--- src/rtl/seq_rca_adder_pkg.sv ---
// rca_pkg: FSM state type and default geometry for the chunked ripple-carry adder
package rca_pkg;
  typedef enum logic [1:0] {IDLE, BUSY, DONE} state_t;
  localparam int RCA_WIDTH = 16;
  localparam int RCA_CHUNK = 4;
endpackage

--- src/rtl/seq_rca_adder_if.sv ---
// seq_rca_adder_if: operand/result handshake bus; Overflow exists only with SEQ_RCA_OVERFLOW_EN
interface seq_rca_adder_if import rca_pkg::*; #(parameter int WIDTH = RCA_WIDTH);
  logic             in_valid, in_ready, C, out_valid, out_ready, Carry;
  logic [WIDTH-1:0] A, B, S;
`ifdef SEQ_RCA_OVERFLOW_EN
  logic             Overflow;
`endif
  modport master(output in_valid, A, B, C, out_ready, input in_ready, out_valid, S, Carry
`ifdef SEQ_RCA_OVERFLOW_EN
    , Overflow
`endif
  );
  modport slave(input in_valid, A, B, C, out_ready, output in_ready, out_valid, S, Carry
`ifdef SEQ_RCA_OVERFLOW_EN
    , Overflow
`endif
  );
endinterface

--- src/rtl/seq_rca_adder_chunk.sv ---
// rca_chunk: combinational CHUNK-bit ripple-carry slice, also exposing the carry into its MSB
module rca_chunk #(parameter int CHUNK = 4) (
  input  logic [CHUNK-1:0] a,
  input  logic [CHUNK-1:0] b,
  input  logic             cin,
  output logic [CHUNK-1:0] s,
  output logic             cout,
  output logic             c_msb_in
);
  logic carry;
  always_comb begin
    carry    = cin;
    c_msb_in = cin;
    s        = '0;
    for (int i = 0; i < CHUNK; i++) begin
      if (i == CHUNK - 1) c_msb_in = carry;
      s[i]  = a[i] ^ b[i] ^ carry;
      carry = (a[i] & b[i]) | (carry & (a[i] ^ b[i]));
    end
    cout = carry;
  end
endmodule

--- src/rtl/seq_rca_adder.sv ---
// seq_rca_adder: multi-cycle adder, one CHUNK-bit slice per cycle; signed Overflow under SEQ_RCA_OVERFLOW_EN
module seq_rca_adder import rca_pkg::*; #(
  parameter int WIDTH = RCA_WIDTH,
  parameter int CHUNK = RCA_CHUNK
) (
  input logic         clk,
  input logic         rst,
  seq_rca_adder_if.slave bus
);
  localparam int NCHUNK = (CHUNK > 0) ? WIDTH / CHUNK : 1;
  localparam int KW     = (NCHUNK > 1) ? $clog2(NCHUNK) : 1;
  if (CHUNK <= 0 || WIDTH <= 0 || WIDTH % CHUNK != 0) begin : g_bad_width
    $error("seq_rca_adder: WIDTH must be a positive multiple of CHUNK");
  end
  state_t           state, state_n;
  logic [WIDTH-1:0] a_r, b_r, s_r;
  logic [KW-1:0]    k;
  logic             cy, cout, last;
  logic [CHUNK-1:0] sum;
`ifdef SEQ_RCA_OVERFLOW_EN
  logic             c_msb, ovf;
`endif
  assign last = k == KW'(NCHUNK - 1);
  rca_chunk #(.CHUNK(CHUNK)) u_chunk (
    .a        (a_r[int'(k)*CHUNK +: CHUNK]),
    .b        (b_r[int'(k)*CHUNK +: CHUNK]),
    .cin      (cy),
    .s        (sum),
    .cout     (cout),
`ifdef SEQ_RCA_OVERFLOW_EN
    .c_msb_in (c_msb)
`else
    .c_msb_in ()
`endif
  );
  always_ff @(posedge clk or posedge rst)
    if (rst) state <= IDLE;
    else     state <= state_n;
  always_comb
    state_n = (state == IDLE) ? (bus.in_valid ? BUSY : IDLE) :
              (state == BUSY) ? (last ? DONE : BUSY) :
              (bus.out_ready ? IDLE : DONE);
  always_comb begin
    bus.in_ready  = state == IDLE;
    bus.out_valid = state == DONE;
  end
  // cy doubles as the visible Carry: after the last slice it holds the carry-out
  always_ff @(posedge clk or posedge rst)
    if (rst) begin
      a_r <= '0;
      b_r <= '0;
      s_r <= '0;
      cy  <= 1'b0;
      k   <= '0;
`ifdef SEQ_RCA_OVERFLOW_EN
      ovf <= 1'b0;
`endif
    end else if (state == IDLE && bus.in_valid) begin
      a_r <= bus.A;
      b_r <= bus.B;
      cy  <= bus.C;
      k   <= '0;
    end else if (state == BUSY) begin
      s_r[int'(k)*CHUNK +: CHUNK] <= sum;
      cy  <= cout;
      k   <= last ? '0 : k + 1'b1;
`ifdef SEQ_RCA_OVERFLOW_EN
      ovf <= cout ^ c_msb;
`endif
    end
  assign bus.S     = s_r;
  assign bus.Carry = cy;
`ifdef SEQ_RCA_OVERFLOW_EN
  assign bus.Overflow = ovf;
`endif
endmodule

--- src/flat_wrapper.sv ---
// flat-port wrapper written by rule: the top's interface ports become plain ports
module seq_rca_adder_flat import rca_pkg::*;
#(
  parameter int WIDTH = RCA_WIDTH,
  parameter int CHUNK = RCA_CHUNK
)
  (clk, rst, bus_in_valid, bus_A, bus_B, bus_C, bus_out_ready, bus_in_ready, bus_out_valid, bus_S, bus_Carry);
  seq_rca_adder_if #(.WIDTH(WIDTH)) bus_i ();
  input logic clk;
  input logic rst;
  input wire logic [$bits(bus_i.in_valid)-1:0] bus_in_valid;
  input wire logic [$bits(bus_i.A)-1:0] bus_A;
  input wire logic [$bits(bus_i.B)-1:0] bus_B;
  input wire logic [$bits(bus_i.C)-1:0] bus_C;
  input wire logic [$bits(bus_i.out_ready)-1:0] bus_out_ready;
  output wire logic [$bits(bus_i.in_ready)-1:0] bus_in_ready;
  output wire logic [$bits(bus_i.out_valid)-1:0] bus_out_valid;
  output wire logic [$bits(bus_i.S)-1:0] bus_S;
  output wire logic [$bits(bus_i.Carry)-1:0] bus_Carry;
  assign bus_i.in_valid = bus_in_valid;
  assign bus_i.A = bus_A;
  assign bus_i.B = bus_B;
  assign bus_i.C = bus_C;
  assign bus_i.out_ready = bus_out_ready;
  assign bus_in_ready = bus_i.in_ready;
  assign bus_out_valid = bus_i.out_valid;
  assign bus_S = bus_i.S;
  assign bus_Carry = bus_i.Carry;
  seq_rca_adder #(.WIDTH(WIDTH), .CHUNK(CHUNK)) u_core (.clk(clk), .rst(rst), .bus(bus_i));
endmodule
--- config.mk ---
export PLATFORM = sky130hd
export DESIGN_NAME = seq_rca_adder_flat
export DESIGN_NICKNAME = d
export VERILOG_FILES = /design/src/rtl/seq_rca_adder_pkg.sv /design/src/rtl/seq_rca_adder_if.sv /design/src/rtl/seq_rca_adder_chunk.sv /design/src/rtl/seq_rca_adder.sv /design/src/flat_wrapper.sv
export SDC_FILE = /design/constraint.sdc
export NUM_CORES = 1
export LEC_CHECK = 0
export BUFFER_PORTS_ARGS = -buffer_cell sky130_fd_sc_hd__buf_4
export CORE_MARGIN = 8
export CORE_UTILIZATION = 50
export CTS_BUF_LIST = sky130_fd_sc_hd__clkbuf_8
export DETAILED_ROUTE_END_ITERATION = 7
export PLACE_DENSITY = 0.77
export SKIP_CTS_REPAIR_TIMING = 1
export SLEW_MARGIN = 30
export SYNTH_ARGS = -nofsm -noshare
export SYNTH_HDL_FRONTEND = slang
export SYNTH_SLANG_ARGS = --single-unit
--- constraint.sdc ---
create_clock -name clk -period 2.7 [get_ports clk]
set_input_delay 0 -clock clk [delete_from_list [all_inputs] [get_ports clk]]
set_output_delay 0 -clock clk [all_outputs]
set_load 0.02 [all_outputs]
# Word-level counts from Yosys, hierarchy flattened
# Cells that the tools add are included.
[totals] regBits=53 wordCells=51
[classes] add_sub_neg=2 n_eq_ne=3 shifts=4 n_mux=11 bitwise_logic=21 reduce_logical=4
[ops] operator="negator 4 -> 33 bit" count=1
[ops] operator="variable shift 4 x 33 -> 16 bit (first input constant)" count=1
[ops] operator="indexed part select 4 x 33 -> 16 bit" count=1
[ops] operator="indexed part select 16 x 5 -> 4 bit" count=2
[ops] operator="bitwise mux 16 bit" count=1
[ops] operator="2-to-1 mux 2 bit" count=7
[ops] operator="bitwise AND 1 bit" count=8
[ops] operator="bitwise XOR 1 bit" count=8
[ops] operator="equality test 2 bit (second input constant)" count=2
[ops] operator="bitwise OR 1 bit" count=4
[ops] operator="2-to-1 mux 1 bit" count=3
[ops] operator="adder 2 x 1 -> 2 bit (second input constant)" count=1
[ops] operator="equality test 2 x 1 -> 1 bit (second input constant)" count=1
[ops] operator="zero test 2 bit" count=1
[ops] operator="AND reduction 2 bit" count=1
[ops] operator="nonzero test 2 bit" count=1
[ops] operator="logical AND 1 bit" count=1
[ops] operator="NOT 1 bit" count=1

# Depth between registers and ports, before layout
[logic_depth] depth_word=12 ltp_mapped=11

# Hierarchy
# Synthesis repeated with hierarchy kept, for this count alone.
[unflattened] hier_cells=182 area_unflattened_um2=2521.2
[modules_own_cells] mod="seq_rca_adder" n_inst=1 cells_per_inst=170 area_per_inst_um2=2411.1
[modules_own_cells] mod="rca_chunk" n_inst=1 cells_per_inst=12 area_per_inst_um2=110.1

# Worst setup path after synthesis
# OpenSTA, ideal clock, no wires.
[synth_path] path_type="reg-to-reg" from="register u_core.k[1]" to="register u_core.s_r[15], in the netlist u_core.bus.S[15]" setup_ps=125 arrival_ps=2830 required_ps=2575 setup_slack_ps=-255 stages_incl_launch_ff=11 n_path_buf=1 period_less_slack_ps=2955 cell_sequence="dfrtp_1 -> buf_2 -> mux4_2 -> inv_1 -> fa_1 -> fa_1 -> inv_1 -> fa_1 -> fa_1 -> and4bb_2 -> mux2_2"
[synth_between] elab_chain_cells=11 elab_cells_between_ends=23
[synth_rtl] element="from (decl)" line="seq_rca_adder.sv:17" source="logic [KW-1:0] k;"
[synth_rtl] element="from (signal assigned)" line="seq_rca_adder.sv:66" source="k <= last ? '0 : k + 1'b1;"
[synth_rtl] element="indexed part select 16 x 5 -> 4 bit, on equally long branches" line="seq_rca_adder.sv:25, seq_rca_adder.sv:26"
[synth_rtl] element="bitwise XOR 1 bit" line="seq_rca_adder_chunk.sv:17, seq_rca_adder_chunk.sv:18"
[synth_rtl] element="bitwise AND 1 bit" line="seq_rca_adder_chunk.sv:18" source="carry = (a[i] & b[i]) | (carry & (a[i] ^ b[i]));"
[synth_rtl] element="bitwise OR 1 bit" line="seq_rca_adder_chunk.sv:18"
[synth_rtl] element="bitwise AND 1 bit" line="seq_rca_adder_chunk.sv:18"
[synth_rtl] element="bitwise OR 1 bit" line="seq_rca_adder_chunk.sv:18"
[synth_rtl] element="bitwise AND 1 bit" line="seq_rca_adder_chunk.sv:18"
[synth_rtl] element="bitwise OR 1 bit" line="seq_rca_adder_chunk.sv:18"
[synth_rtl] element="bitwise XOR 1 bit" line="seq_rca_adder_chunk.sv:17" source="s[i] = a[i] ^ b[i] ^ carry;"
[synth_rtl] element="indexed part select 4 x 33 -> 16 bit" line="seq_rca_adder.sv:64" source="s_r[int'(k)*CHUNK +: CHUNK] <= sum;"
[synth_rtl] element="bitwise mux 16 bit *" line="seq_rca_adder.sv:64"
[synth_rtl] element="to (signal, indexed assignment)" line="seq_rca_adder.sv:64"
[synth_rtl] element="to (decl)" line="seq_rca_adder.sv:16" source="logic [WIDTH-1:0] a_r, b_r, s_r;"
# Mark *: on every way between the ends. The rest lies on a longest branch, timed or not.
# A chain may end at the register's enable or synchronous reset.

# Final worst setup path
# Ends and elaborated chain as after synthesis.

==> impl_metrics.tcl <==
set metrics [dict create \
    seq_power_share 0.323 \
    final_cell_mix "buf_4 (64), dfrtp_1 (53), mux2_2 (38)" \
    relSlewSlack 0.568 \
    pre_cts_ws_ps -196 \
    crit_fanout 4 \
    grt_max_degree 54 \
    pin_count 56 \
    p_leak_nw 1.65 \
    skew_ps 8.28 \
    dieHeight_um 88.4 \
    viasPerCell 5.17 \
    syn_avg_cell_area_um2 15.1 \
    slew_viol_final 0 \
    seq_area_frac_synth 0.505 \
    critPathRequiredTime_ps 2890 \
    ir_drop_uv 605 \
    initial_core_util 0.517 \
    clk_latency_ps 310 \
    syn_inst 174 \
    yosysWarnings 0 \
    dp_hpwl_mm 4.00 \
    drive_gt1_frac 0.485 \
    final_nets 316 \
    cts.clk_slew.worst_paths_ps 90 \
    port_buffers 55 \
    die_x_um 88.4 \
    critPathKind "register to register" \
    period_share 1.06 \
    insertedDiodeCount 0 \
    violations "negative setup slack" \
    grt_pass1_vias 1817 \
    cp_common_cell "fa_2" \
    multi_input_area_mm2 0.00118 \
    critPathBufInv 2 \
    setup_slack_ps -175 \
    cts_sinks 53 \
    cap_violations 0 \
    final_common_cell "buf_4" \
    gp_congestion 0.771 \
    synth_cell_types 29 \
    row_count 26 \
    crit_chain "mux4_2 -> inv_2 -> fa_2 -> fa_2 -> inv_2 -> fa_2 -> fa_1 -> and4bb_2 -> mux2_2" \
    grt_antenna_before_repair 0 \
    ant_nets 0 \
    dpl-instance-area_mm2 0.00311 \
    nFillCells 375 \
    dr.pass1.iters 4 \
    core_mm2 0.00507 \
    worstSetupStartpointType "register" \
    power.density_mw_per_mm2 1240 \
    route.detailed.drc 0 \
    synth_fp_nets 221 \
    end_kind "register" \
    swShare 0.376 \
    vias 1758 \
    h-tree-depth 2 \
    cts_buffer_depth 2 \
    fin_cells 340 \
    worstMarginPinSlew_ps 648 \
    grt_usage 0.144 \
    cts_tree "built" \
    min_period_ps 2880 \
    drtIter0Drc 56 \
    tns_ps -422 \
    syn_to_final_growth_pct 36.1 \
    rsz0062_at_grt "yes" \
    seq_area_mm2 0.00133 \
    finalCoreUtilization 0.704 \
    report.final.hold_viol_count 0 \
    detail_route.wl_per_cell_um 16.6 \
    power_frac_clock 0.119 \
    grt_pass1_wl_mm 8.70 \
    synth_area_mm2 0.00262 \
    clock.fmax_mhz 348 \
    yosys_register_bits 53 \
    overflow 0 \
    setup_viol 4 \
    dieArea_mm2 0.00782 \
    p_int_mw 2.76 \
    cp_slowest_cell "mux4_2" \
    cts-buffers-inserted 5 \
    post-place-cells 297 \
    pwr-share-comb 0.557 \
    max_stage_delay_ps 520 \
    stdcell_area_mm2 0.00357 \
    crit_family "adder cells" \
    arrival_ps 3070 \
    cts_root_buffer "clkbuf_8" \
    switchingPower_mw 1.66 \
    status "complete, but fails checks" \
    wirelength_mm 5.64 \
    hp-class "primary input to register" \
]
[final cells by class]
cell class                      instances  area share
Tap cell                               70      0.0245
Inverter                               11      0.0123
Sequential cell                        53       0.371
Multi-Input combinational cell        100       0.331
Timing Repair Buffer                   98       0.230
Clock inverter                          3      0.0119
Clock buffer                            5      0.0193
[Yosys cell counts]
cell,n,share of area
a22o_1,6,0.020
a32o_1,4,0.015
nand3b_1,2,0.0057
nand2_1,1,0.0014
mux4_2,8,0.069
inv_1,11,0.016
nor2_1,3,0.0043
and4bb_2,4,0.019
mux2_1,2,0.0086
mux2_2,38,0.16
buf_6,5,0.021
nand3b_4,1,0.0076
nor2b_1,4,0.0095
buf_4,1,0.0029
a21oi_1,1,0.0019
and3b_1,1,0.0033
buf_2,3,0.0057
ha_1,6,0.029
clkbuf_1,1,0.0014
nor4bb_1,2,0.0076
and4b_1,4,0.015
nor3b_4,2,0.014
fa_1,4,0.031
a221oi_1,1,0.0033
and2_1,1,0.0024
dfrtp_1,53,0.51
o21bai_1,1,0.0029
mux2i_1,1,0.0038
nor4b_1,3,0.010
[kinds of logic (layout without fill, tap and decap cells)]
family	Yosys count	after routing	share of synthesized area
adders and majority gates	10	10	0.0591
muxes	49	49	0.244
DFF	53	53	0.505
AOI/OAI and AO/OA	13	13	0.0434
and+or+nand+nor	28	28	0.101
buffers and inverters	21	117	0.0472
[state kept, by name (all words and copies together), names as in the netlist]
name and cells:
u_core.a_r 16, u_core.b_r 16, u_core.bus.S 16, u_core.k 2, u_core.state 2, u_core.bus.Carry 1
[final timing paths]
check,startpoint,end,slack (ps),cells after the start
worst min register to register,u_core.bus.S[3],u_core.bus.S[3],510,1
max in group asynchronous,rst,u_core.b_r[9],1920,3
worst max-delay path,u_core.k[1],u_core.bus.S[15],-180,9
min in group asynchronous,rst,u_core.a_r[7],350,3
worst min-delay path,bus_in_valid,u_core.state[0],90,3
worst max register to register,u_core.k[1],u_core.bus.S[15],-180,9
[per-layer routing]
layer | GRT usage | wire (um) | up-vias
met5 | 0 | 0 | -
met4 | 0.0522 | 89 | 0
met3 | 0.0325 | 198 | 9
met2 | 0.244 | 2880 | 39
met1 | 0.174 | 2480 | 880
li1 | - | - | 830
[per-stage QoR]
step	total power, mW	hold WS, ps
2_1_floorplan	3.15	92.6
3_3_place_gp	3.77	184
3_5_place_dp	3.84	140
4_1_cts	4.37	-199
5_1_grt	4.71	114
6_report	4.42	93.2
[worst reg2reg max path, cell delays in order, from the launching register on]
cell and delay, ps:
dfrtp_1 420, mux4_2 520, inv_2 70, fa_2 190, fa_2 200, inv_2 40, fa_2 330, fa_1 490
and4bb_2 240, mux2_2 260
[power by group through the flow]
stage / registers, mW / clock network [mW] / logic, mW
3_3_place_gp: 1.44 / 0 / 2.33
2_1_floorplan: 1.44 / 0 / 1.70
6_report: 1.43 / 0.528 / 2.46
4_1_cts: 1.43 / 0.544 / 2.40
5_1_grt: 1.48 / 0.575 / 2.66
3_5_place_dp: 1.45 / 0 / 2.39
No activity file was read; power rests on OpenSTA's default activity.
